==> src/rtl/av_master_arbiter.sv <==
// Two-requester Avalon-MM master arbiter: round-robin, one whole transaction per grant,
// with a watchdog that force-completes transfers the slave never acknowledges.
module av_master_arbiter #(
    parameter int unsigned             ADDR_WIDTH   = 16,
    parameter int unsigned             DATA_WIDTH   = 16,
    parameter int unsigned             TIMEOUT      = 1024,
    parameter logic [DATA_WIDTH-1:0]   TIMEOUT_DATA = 16'hDEAD
) (
    input  logic                  sysclk,
    input  logic                  sysreset_n,

    input  logic [ADDR_WIDTH-1:0] r0_address,
    input  logic [DATA_WIDTH-1:0] r0_writedata,
    input  logic                  r0_write,
    input  logic                  r0_read,
    output logic                  r0_waitrequest,
    output logic [DATA_WIDTH-1:0] r0_readdata,

    input  logic [ADDR_WIDTH-1:0] r1_address,
    input  logic [DATA_WIDTH-1:0] r1_writedata,
    input  logic                  r1_write,
    input  logic                  r1_read,
    output logic                  r1_waitrequest,
    output logic [DATA_WIDTH-1:0] r1_readdata,

    output logic [ADDR_WIDTH-1:0] m_address,
    output logic [DATA_WIDTH-1:0] m_writedata,
    output logic                  m_write,
    output logic                  m_read,
    input  logic                  m_waitrequest,
    input  logic [DATA_WIDTH-1:0] m_readdata,

    output logic                  timeout_flag,
    input  logic                  timeout_clr,
    output logic                  grant_id
);

    localparam int unsigned      CNT_W    = 16;
    localparam logic [CNT_W-1:0] CNT_LAST = CNT_W'(TIMEOUT - 1);

    typedef enum logic [1:0] {
        ST_IDLE,
        ST_BUSY,
        ST_DONE
    } state_e;

    state_e           state_q, state_d;
    logic             grant_id_q, grant_id_d;
    logic             last_grant_q, last_grant_d;
    logic             timeout_flag_q, timeout_flag_d;
    logic [CNT_W-1:0] counter_q, counter_d;

    logic                  r0_req, r1_req;
    logic                  busy, timed_out, complete;
    logic                  sel_write, sel_read;
    logic [ADDR_WIDTH-1:0] sel_address;
    logic [DATA_WIDTH-1:0] sel_writedata;

    assign r0_req = r0_write | r0_read;
    assign r1_req = r1_write | r1_read;

    assign sel_address   = grant_id_q ? r1_address   : r0_address;
    assign sel_writedata = grant_id_q ? r1_writedata : r0_writedata;
    assign sel_write     = grant_id_q ? r1_write     : r0_write;
    assign sel_read      = grant_id_q ? r1_read      : r0_read;

    assign busy      = (state_q == ST_BUSY);
    assign timed_out = busy && m_waitrequest && (counter_q == CNT_LAST);
    assign complete  = busy && (!m_waitrequest || timed_out);

    // Strobes are gated by state so a reset drops them without waiting for a clock.
    assign m_address   = sel_address;
    assign m_writedata = sel_writedata;
    assign m_write     = busy & sel_write;
    assign m_read      = busy & sel_read & ~sel_write;

    assign timeout_flag = timeout_flag_q;
    assign grant_id     = grant_id_q;

    // NOTE: every output of a combinational block gets a default first, so no path can infer a latch.
    always_comb begin
        r0_waitrequest = 1'b1;
        r1_waitrequest = 1'b1;
        r0_readdata    = '0;
        r1_readdata    = '0;
        if (busy) begin
            if (grant_id_q) begin
                r1_waitrequest = ~complete;
                r1_readdata    = timed_out ? TIMEOUT_DATA : m_readdata;
            end else begin
                r0_waitrequest = ~complete;
                r0_readdata    = timed_out ? TIMEOUT_DATA : m_readdata;
            end
        end
    end

    always_comb begin
        state_d        = state_q;
        grant_id_d     = grant_id_q;
        last_grant_d   = last_grant_q;
        counter_d      = counter_q;
        timeout_flag_d = timeout_flag_q;

        // A forced completion wins over a clear arriving in the same cycle.
        if (timed_out) begin
            timeout_flag_d = 1'b1;
        end else if (timeout_clr) begin
            timeout_flag_d = 1'b0;
        end

        case (state_q)
            ST_IDLE: begin
                if (r0_req || r1_req) begin
                    grant_id_d = (r0_req && r1_req) ? ~last_grant_q : r1_req;
                    counter_d  = '0;
                    state_d    = ST_BUSY;
                end
            end
            ST_BUSY: begin
                if (complete) begin
                    last_grant_d = grant_id_q;
                    counter_d    = '0;
                    state_d      = ST_DONE;
                end else begin
                    counter_d = counter_q + 1'b1;
                end
            end
            ST_DONE: begin
                state_d = ST_IDLE;
            end
            default: begin
                state_d = ST_IDLE;
            end
        endcase
    end

    // NOTE: sequential state uses non-blocking assignments so every flop samples pre-edge values.
    always_ff @(posedge sysclk or negedge sysreset_n) begin
        if (!sysreset_n) begin
            state_q        <= ST_IDLE;
            grant_id_q     <= 1'b0;
            last_grant_q   <= 1'b1;
            timeout_flag_q <= 1'b0;
            counter_q      <= '0;
        end else begin
            state_q        <= state_d;
            grant_id_q     <= grant_id_d;
            last_grant_q   <= last_grant_d;
            timeout_flag_q <= timeout_flag_d;
            counter_q      <= counter_d;
        end
    end

endmodule

==> config.mk <==
export PLATFORM = sky130hd
export DESIGN_NAME = av_master_arbiter
export DESIGN_NICKNAME = d
export VERILOG_FILES = /design/src/rtl/av_master_arbiter.sv
export SDC_FILE = /design/constraint.sdc
export NUM_CORES = 1
export LEC_CHECK = 0
export CORE_MARGIN = 2
export CORE_UTILIZATION = 30
export CTS_BUF_LIST = sky130_fd_sc_hd__clkbuf_8
export CTS_CLUSTER_SIZE = 30
export DETAILED_ROUTE_END_ITERATION = 8
export PLACE_DENSITY = 0.88
export SLEW_MARGIN = 20
export SYNTH_ARGS = -nofsm -noshare
export SYNTH_HDL_FRONTEND = slang
export SYNTH_SLANG_ARGS = --single-unit
==> constraint.sdc <==
create_clock -name sysclk -period 1.8 [get_ports sysclk]
set_input_delay 0.27 -clock sysclk [delete_from_list [all_inputs] [get_ports sysclk]]
set_output_delay 0.27 -clock sysclk [all_outputs]
set_load 0.01 [all_outputs]
; Word-level counts from Yosys, hierarchy flattened
; Cells that the tools add are included.
; W data, S select, Z words.
[totals]
ff_bits = 21
input_bits = 88
out_inout_bits = 70
elab_cells = 54
[op_classes]
n_addsub = 1
n_eq_ne = 4
muxes = 22
bitwise_logic = 8
reduce_logical = 14
[op_table]
columns = cell, n
row1 = $mux W16, 9
row2 = $pmux W16 S2, 1
row3 = $add A16 B1 Y16 const B, 1
row4 = $eq A16 B10 Y1 const B, 1
row5 = $mux W1, 9
row6 = $reduce_and A2 Y1, 4
row7 = $logic_and A1 B1 Y1, 4
row8 = $mux W2, 2
row9 = $pmux W2 S2, 1
row10 = $reduce_bool A2 Y1, 2
row11 = $and A1 B1 Y1, 3
row12 = $not A1 Y1, 3
row13 = $eq A2 B1 Y1 const B, 1
row14 = $logic_not A2 Y1, 1
row15 = $logic_or A1 B1 Y1, 2
row16 = $ne A2 B1 Y1 const B, 1
row17 = $ne A2 B2 Y1 const B, 1
row18 = $or A1 B1 Y1, 2
row19 = $logic_not A1 Y1, 1

; Longest topological paths before layout
; Gate-level depths: netlist (run 1).
[logic_depth]
word_depth = 8
ltp_mapped = 7

; Worst setup path after synthesis (run 1)
; No wires, ideal clock.
[synth_timing]
path_kind = reg-to-output
start = reg counter_q[11]
end = out r1_readdata[10]
arrival_ns = 1.614
required_time_ns = 1.530
path_slack_ns = -0.084
stages_incl_launch_ff = 7
path_cell_list = dfrtp_1 or4_4 nor2b_1 and4_1 buf_4 buf_6 o21a_1
[synth_between]
elab_chain_len = 5
[synth_rtl]
columns = element, line
row1 = start: declaration, 51  ; logic [CNT_W-1:0] counter_q, counter_d;
row2 = start signal: assignment, 150  ; counter_q <= counter_d;
row3 = $eq A16 B10 Y1, 68  ; assign timed_out = busy && m_waitrequest && (counter_q == CNT_LAST);
row4 = $logic_and A1 B1 Y1, 68
row5 = $mux W16, 89  ; r1_readdata = timed_out ? TIMEOUT_DATA : m_readdata;
row6 = $mux W16, 87  ; if (grant_id_q) begin
row7 = $mux W16, 86  ; if (busy) begin
row8 = end: declaration, 24  ; output logic [DATA_WIDTH-1:0] r1_readdata,
; No other way between the ends.

; Worst setup path in the final report (run 1)
[layout_timing]
start = reg counter_q[11]
end = out r1_readdata[0]
; The elaborated chain is that of the path after synthesis.

==> results.sh, run 1 <==
export IMPL_seq_area_frac_synth_pct=27.4
export IMPL_totalWireLength_um=10600
export IMPL_worstHoldPathType="in -> async"
export IMPL_drv_cap=0
export IMPL_synth_edff_count=0
export IMPL_worstPathArrival_ns=2.12
export IMPL_grtUsageTotal_pct=26.2
export IMPL_maxSlewHeadroom_pct=79.9
export IMPL_dp_hpwl_um=6670
export IMPL_p_sw_share_pct=39.9
export IMPL_layout_nets=507
export IMPL_syn2layout_area_growth_pct=119
export IMPL_hold_violations=0
export IMPL_postSynthAreaPerCell_sq_um=9.05
export IMPL_path_max_fanout=6
export IMPL_path_class="reg -> out"
export IMPL_cts_buffers_inserted=3
export IMPL_grt_util_met2_pct=49.0
export IMPL_initialDrtViolationCount=138
export IMPL_grt_ovfl_total=0
export IMPL_p_leak_nw=1.90
export IMPL_grtUsageMet3_pct=4.55
export IMPL_finalClockSkew_ns=0.0142
export IMPL_yosys_area_top_type="dfrtp_1"
export IMPL_pre_cts_ws_ns=-0.607
export IMPL_grt_max_degree=22
export IMPL_p_total_mw=4.13
export IMPL_power_switching_mw=1.65
export IMPL_top_usage_layer="met2"
export IMPL_drc=0
export IMPL_worst_path_buf_inv=3
export IMPL_slowest_stage="or4_4"
export IMPL_critPathRequiredTime_ns=1.53
export IMPL_via_per_inst=5.62
export IMPL_ys_ff_latch=21
export IMPL_violations="setup timing"
export IMPL_fp_dieW_um=84.0
export IMPL_ant_nets=0
export IMPL_grt_use_met1_pct=29.7
export IMPL_clkPwrFrac_pct=8.0
export IMPL_grt_pass1_wl_um=14500
export IMPL_cts_tree="yes"
export IMPL_p_int_mw=2.48
export IMPL_vias=2774
export IMPL_ys_types=44
export IMPL_coreArea_sq_um=6280
export IMPL_final_cell_mix="clkdlybuf4s50_1 (88), buf_4 (39), buf_2 (36), buf_6 (29), mux2_2 (28)"
export IMPL_mostFrequentLayoutCell="clkdlybuf4s50_1"
export IMPL_initial_utilization_pct=30.6
export IMPL_port_buffers=157
export IMPL_tightest_slew_ns=0.300
export IMPL_cts_sinks=21
export IMPL_insertion_delay_ns=0.28
export IMPL_routedWlPerCell_um=21.5
export IMPL_rsz0062_at_grt="true"
export IMPL_syn_num_nets=301
export IMPL_finalSetupViolCount=61
export IMPL_grt_pass1_vias=2653
export IMPL_synth_top_area_share_pct=26.1
export IMPL_dr_pass1_iters=5
export IMPL_area_sequential_sq_um=528
export IMPL_row_count=29
export IMPL_status="complete, but fails checks"
export IMPL_fin_util_pct=67.0
export IMPL_antennaDiodeCount=0
export IMPL_path_cells="or4_4 > nor2b_4 > and4_4 > buf_6 > buf_16 > o21a_1 > buf_2"
export IMPL_die_area_sq_um=7050
export IMPL_synth_area_leaders="dfrtp_1 (26%), mux2_2 (19%), o21a_1 (9.0%)"
export IMPL_postSynthCellCount=212
export IMPL_synth_top_flop_cell="dfrtp_1"
export IMPL_antenna_found_initial=0
export IMPL_cts_clk_slew_worst_paths_ns=0.09
export IMPL_synth_area_sq_um=1920
export IMPL_crit_path_end_kind="output pin"
export IMPL_layout_drive_gt1_share_pct=46.8
export IMPL_async_flop_share_pct=100
export IMPL_fmax_ghz=0.418
export IMPL_pwr_share_seq_pct=14.3
export IMPL_globalplace_congestion=0.917
export IMPL_power_density_nw_per_um2=981
export IMPL_die_h_um=84.0
export IMPL_peakVddDrop_mv=0.748
export IMPL_place_inst=470
export IMPL_slew_violations=0
export IMPL_io_pin_count=158
export IMPL_clock_path_buffers=2
export IMPL_placed_area_sq_um=3830
export IMPL_fill_cells=473
export IMPL_p_comb_share_pct=77.6
export IMPL_fin_cells=494
export IMPL_worstSetupStartpoint="counter_q[11]"
export IMPL_root_buffer="clkbuf_8"
export IMPL_critPathMaxStageDelay_ns=0.56
export IMPL_r2r_start="counter_q[11]"
export IMPL_crit_family="simple AND/OR/NAND/NOR gates"
export IMPL_cts_htree_levels=1
export IMPL_final_min_clock_period_ns=2.39
export IMPL_layout_setup_ws_ns=-0.591
export IMPL_startpoint_type="flip-flop"
export IMPL_period_share_pct=133
export IMPL_final_area_sq_um=4210
export IMPL_multiInputGateArea_sq_um=1460
export IMPL_ys_warn_count=0
-- worst reg2reg max path: cells and delay by family, from the launching register on --
kind,cells,cell delay [ns]
AOI/OAI and AO/OA,1,0.11
buffers and inverters,4,0.53
DFF,1,0.41
and+or+nand+nor,3,0.85
-- cells by family (layout without fill, tap and decap cells) --
group / count (synthesis) / in the layout / synth area share (%)
fa+ha+maj: 1 / 1 / 0.652
buf+inv: 26 / 231 / 7.24
simple gates: 65 / 65 / 21.1
flops: 21 / 21 / 27.4
mux: 34 / 34 / 19.9
compound gates: 65 / 65 / 23.7
-- registers in the layout, summed over array words and instances, names as in the netlist --
name	cells
counter_q	16
state_q	2
timeout_flag	1
grant_id	1
last_grant_q	1
-- metal layers --
| layer | wire [um] | share of wire (%) |
|---|---|---|
| met1 | 3910 | 37 |
| met2 | 5770 | 54 |
| met3 | 591 | 5.6 |
| met4 | 363 | 3.4 |
| met5 | 0 | 0 |
-- area by class of cell --
type / instances / share of cell area [%]
timing repair buffer: 218 / 48.6
clock inverter: 1 / 0.178
sequential: 21 / 12.6
multi-input combinational: 165 / 34.6
tap: 77 / 2.29
inverter: 9 / 0.803
clock buffer: 3 / 0.982
-- per-stage QoR --
step / hold WS [ns] / setup TNS (ns)
final: 0.330 / -19.82
after global routing: 0.358 / -23.08
after CTS: 0.342 / -17.37
after detailed placement: 0.526 / -20.44
after global placement: 0.520 / -18.61
after floorplan: -0.0256 / -1.28
-- Yosys cell counts, drive strengths merged (2+ instances only) --
cell	n
or3	2
and2	2
nand2	10
nand2b	3
clkbuf	5
nand4	7
a21oi	4
inv	9
or4b	2
o2111ai	2
and3	13
nor2	9
dfrtp	20
or4	2
buf	12
o21a	23
mux2	33
a31oi	13
o22ai	3
o211ai	3
nand3b	2
and4	4
o21ai	11
nand3	5
-- worst paths after layout --
check | endpoint | slack (ns) | depth (start not counted)
worst max-delay path | r1_readdata[0] | -0.59 | 7
worst min-delay path | counter_q[12] | 0.33 | 2
worst max register to register | counter_q[15] | -0.24 | 8
worst min register to register | timeout_flag | 0.54 | 2
max in group asynchronous | last_grant_q | 1.19 | 2
min in group sysclk | timeout_flag | 0.54 | 2
-- what timing repair did --
action                     4_1_cts  5_1_grt
pin swaps                        4       19
hold buffers                     0        0
cloned                           6        3
buffers inserted                 9       10
setup endpoints to repair       75       77
gates resized for setup        270       77
-- power groups by stage --
stage / clock (mW) / combinational [mW] / sequential (mW)
2_1_floorplan: 0 / 1.22 / 0.614
3_3_place_gp: 0 / 2.68 / 0.594
3_5_place_dp: 0 / 2.73 / 0.600
4_1_cts: 0.332 / 2.95 / 0.591
5_1_grt: 0.356 / 3.37 / 0.594
6_report: 0.331 / 3.21 / 0.592
Power figures use the tool's default switching activity.
==> run 2, diff against run 1 <==
- GPL_ROUTABILITY_DRIVEN: unset -> 1
==> results of run 2 <==
Same layout as run 1: the final DEF is identical, and so are final timing and power.
==> run 3, diff against run 2 <==
- CELL_PAD_IN_SITES_DETAIL_PLACEMENT: unset -> 0
- CELL_PAD_IN_SITES_GLOBAL_PLACEMENT: unset -> 1
- CORE_MARGIN: 2 -> 4
- CORE_UTILIZATION: 30 -> 20
- PLACE_DENSITY: 0.88 -> 0.87
==> run 3 against run 2 <==
Effect of this change:
- the flow still finishes with violations (setup timing)
- count of clock-buffer cells in the layout is the same
- critical path depth is the same
- global-route usage shrank 12 points
==> results.sh, run 3 (synthesized netlist as in run 1, its figures left out) <==
export IMPL_grt_ovfl_total=0
export IMPL_power_density_nw_per_um2=890
export IMPL_cts_htree_levels=1
export IMPL_die_h_um=106
export IMPL_final_min_clock_period_ns=2.32
export IMPL_final_cell_mix="clkdlybuf4s50_1 (89), buf_4 (42), buf_2 (41), mux2_2 (32), o21a_1 (23)"
export IMPL_p_comb_share_pct=75.8
export IMPL_largest_register_ffs=16
export IMPL_largest_register="counter_q"
export IMPL_slew_violations=0
export IMPL_reg_largest_list="counter_q (16), state_q (2)"
export IMPL_grtUsageTotal_pct=14.5
export IMPL_tightest_slew_ns=0.327
export IMPL_fp_dieW_um=106
export IMPL_antennaDiodeCount=0
export IMPL_io_pin_count=158
export IMPL_cts_clk_slew_worst_paths_ns=0.08
export IMPL_coreArea_sq_um=9280
export IMPL_path_class="reg -> out"
export IMPL_dp_hpwl_um=6620
export IMPL_peakVddDrop_mv=0.358
export IMPL_clock_path_buffers=2
export IMPL_hold_violations=0
export IMPL_crit_path_end_kind="output pin"
export IMPL_finalClockSkew_ns=0.00452
export IMPL_row_count=35
export IMPL_clkPwrFrac_pct=8.2
export IMPL_p_leak_nw=1.86
export IMPL_layout_nets=509
export IMPL_grt_pass1_wl_um=13300
export IMPL_pre_cts_ws_ns=-0.624
export IMPL_worstPathArrival_ns=2.05
export IMPL_startpoint_type="flip-flop"
export IMPL_grt_max_degree=22
export IMPL_power_switching_mw=1.44
export IMPL_finalSetupViolCount=51
export IMPL_cts_tree="yes"
export IMPL_worstHoldPathType="in -> async"
export IMPL_drv_cap=0
export IMPL_path_max_fanout=5
export IMPL_rsz0062_at_grt="true"
export IMPL_p_int_mw=2.25
export IMPL_cts_sinks=21
export IMPL_via_per_inst=4.73
export IMPL_initialDrtViolationCount=197
export IMPL_initial_utilization_pct=20.7
export IMPL_vias=2591
export IMPL_layout_drive_gt1_share_pct=45.8
export IMPL_routedWlPerCell_um=16.0
export IMPL_final_area_sq_um=4140
export IMPL_pwr_share_seq_pct=16.0
export IMPL_placed_area_sq_um=3920
export IMPL_die_area_sq_um=11200
export IMPL_violations="setup timing"
export IMPL_root_buffer="clkbuf_8"
export IMPL_dr_pass1_iters=4
export IMPL_fmax_ghz=0.432
export IMPL_drc=0
export IMPL_status="complete, but fails checks"
export IMPL_maxSlewHeadroom_pct=78.2
export IMPL_period_share_pct=129
export IMPL_port_buffers=157
export IMPL_critPathRequiredTime_ns=1.53
export IMPL_mostFrequentLayoutCell="clkdlybuf4s50_1"
export IMPL_syn2layout_area_growth_pct=116
export IMPL_cts_buffers_inserted=3
export IMPL_grt_pass1_vias=2565
export IMPL_antenna_found_initial=0
export IMPL_p_sw_share_pct=38.9
export IMPL_ant_nets=0
export IMPL_layout_setup_ws_ns=-0.516
export IMPL_insertion_delay_ns=0.26
export IMPL_totalWireLength_um=8750
export IMPL_globalplace_congestion=0.796
-- run 3: layout make-up --
type,instances,area [sq um]
Fill cell,885,5140
Timing Repair Buffer,220,2000
Tap cell,129,161
Sequential cell,21,528
Clock inverter,1,3.75
Multi-Input combinational cell,165,1370
Inverter,9,33.8
Clock buffer,3,41.3
-- run 3: power groups by stage --
stage	logic [mW]	clock network (mW)	registers, mW
6_report	2.79	0.304	0.589
5_1_grt	3.01	0.338	0.596
4_1_cts	2.59	0.310	0.601
3_5_place_dp	2.77	0	0.604
3_3_place_gp	2.74	0	0.598
2_1_floorplan	1.22	0	0.614
-- run 3: worst paths after layout --
kind,start,end,slack (ns),cells after the start
worst max-delay path,counter_q[14],r0_readdata[2],-0.52,7
worst min-delay path,sysreset_n,counter_q[10],0.35,2
worst max register to register,counter_q[14],counter_q[12],-0.17,8
worst min register to register,timeout_flag,timeout_flag,0.53,2
max in group asynchronous,sysreset_n,last_grant_q,1.16,2
min in group sysclk,timeout_flag,timeout_flag,0.53,2
-- run 3: timing repair --
action,4_1_cts,5_1_grt
cloned,5,2
buffers inserted,7,9
hold buffers,0,0
pin swaps,20,14
hold endpoints to repair,0,0
setup endpoints to repair,77,57
gates resized for setup,248,51
-- run 3: routing by layer --
| metal | share of wire [%] | track usage, % |
|---|---|---|
| met1 | 38 | 15.2 |
| met2 | 53 | 28.6 |
| met3 | 7.3 | 3.64 |
| met4 | 1.6 | 3.33 |
| met5 | 0 | 0 |
-- run 3: critical path, cell delays in order, from the launching register on --
cell	delay [ns]
dfrtp_1	0.39
or4_4	0.56
nor2b_4	0.13
and4_4	0.23
buf_12	0.12
clkbuf_16	0.13
o21a_1	0.10
buf_2	0.12
-- run 3: through the flow --
stage | power [mW] | hold WS (ns) | std cells | util [%] | TNS, ns
after global placement | 3.33 | 0.519 | 525 | 42.2 | -19.45
after floorplan | 1.84 | -0.0256 | 212 | - | -1.28
after CTS | 3.50 | 0.361 | 540 | 43.3 | -16.10
after global routing | 3.94 | 0.372 | 548 | 44.6 | -20.50
after detailed placement | 3.38 | 0.529 | 525 | 42.2 | -20.79
final | 3.69 | 0.354 | 548 | 44.6 | -17.36
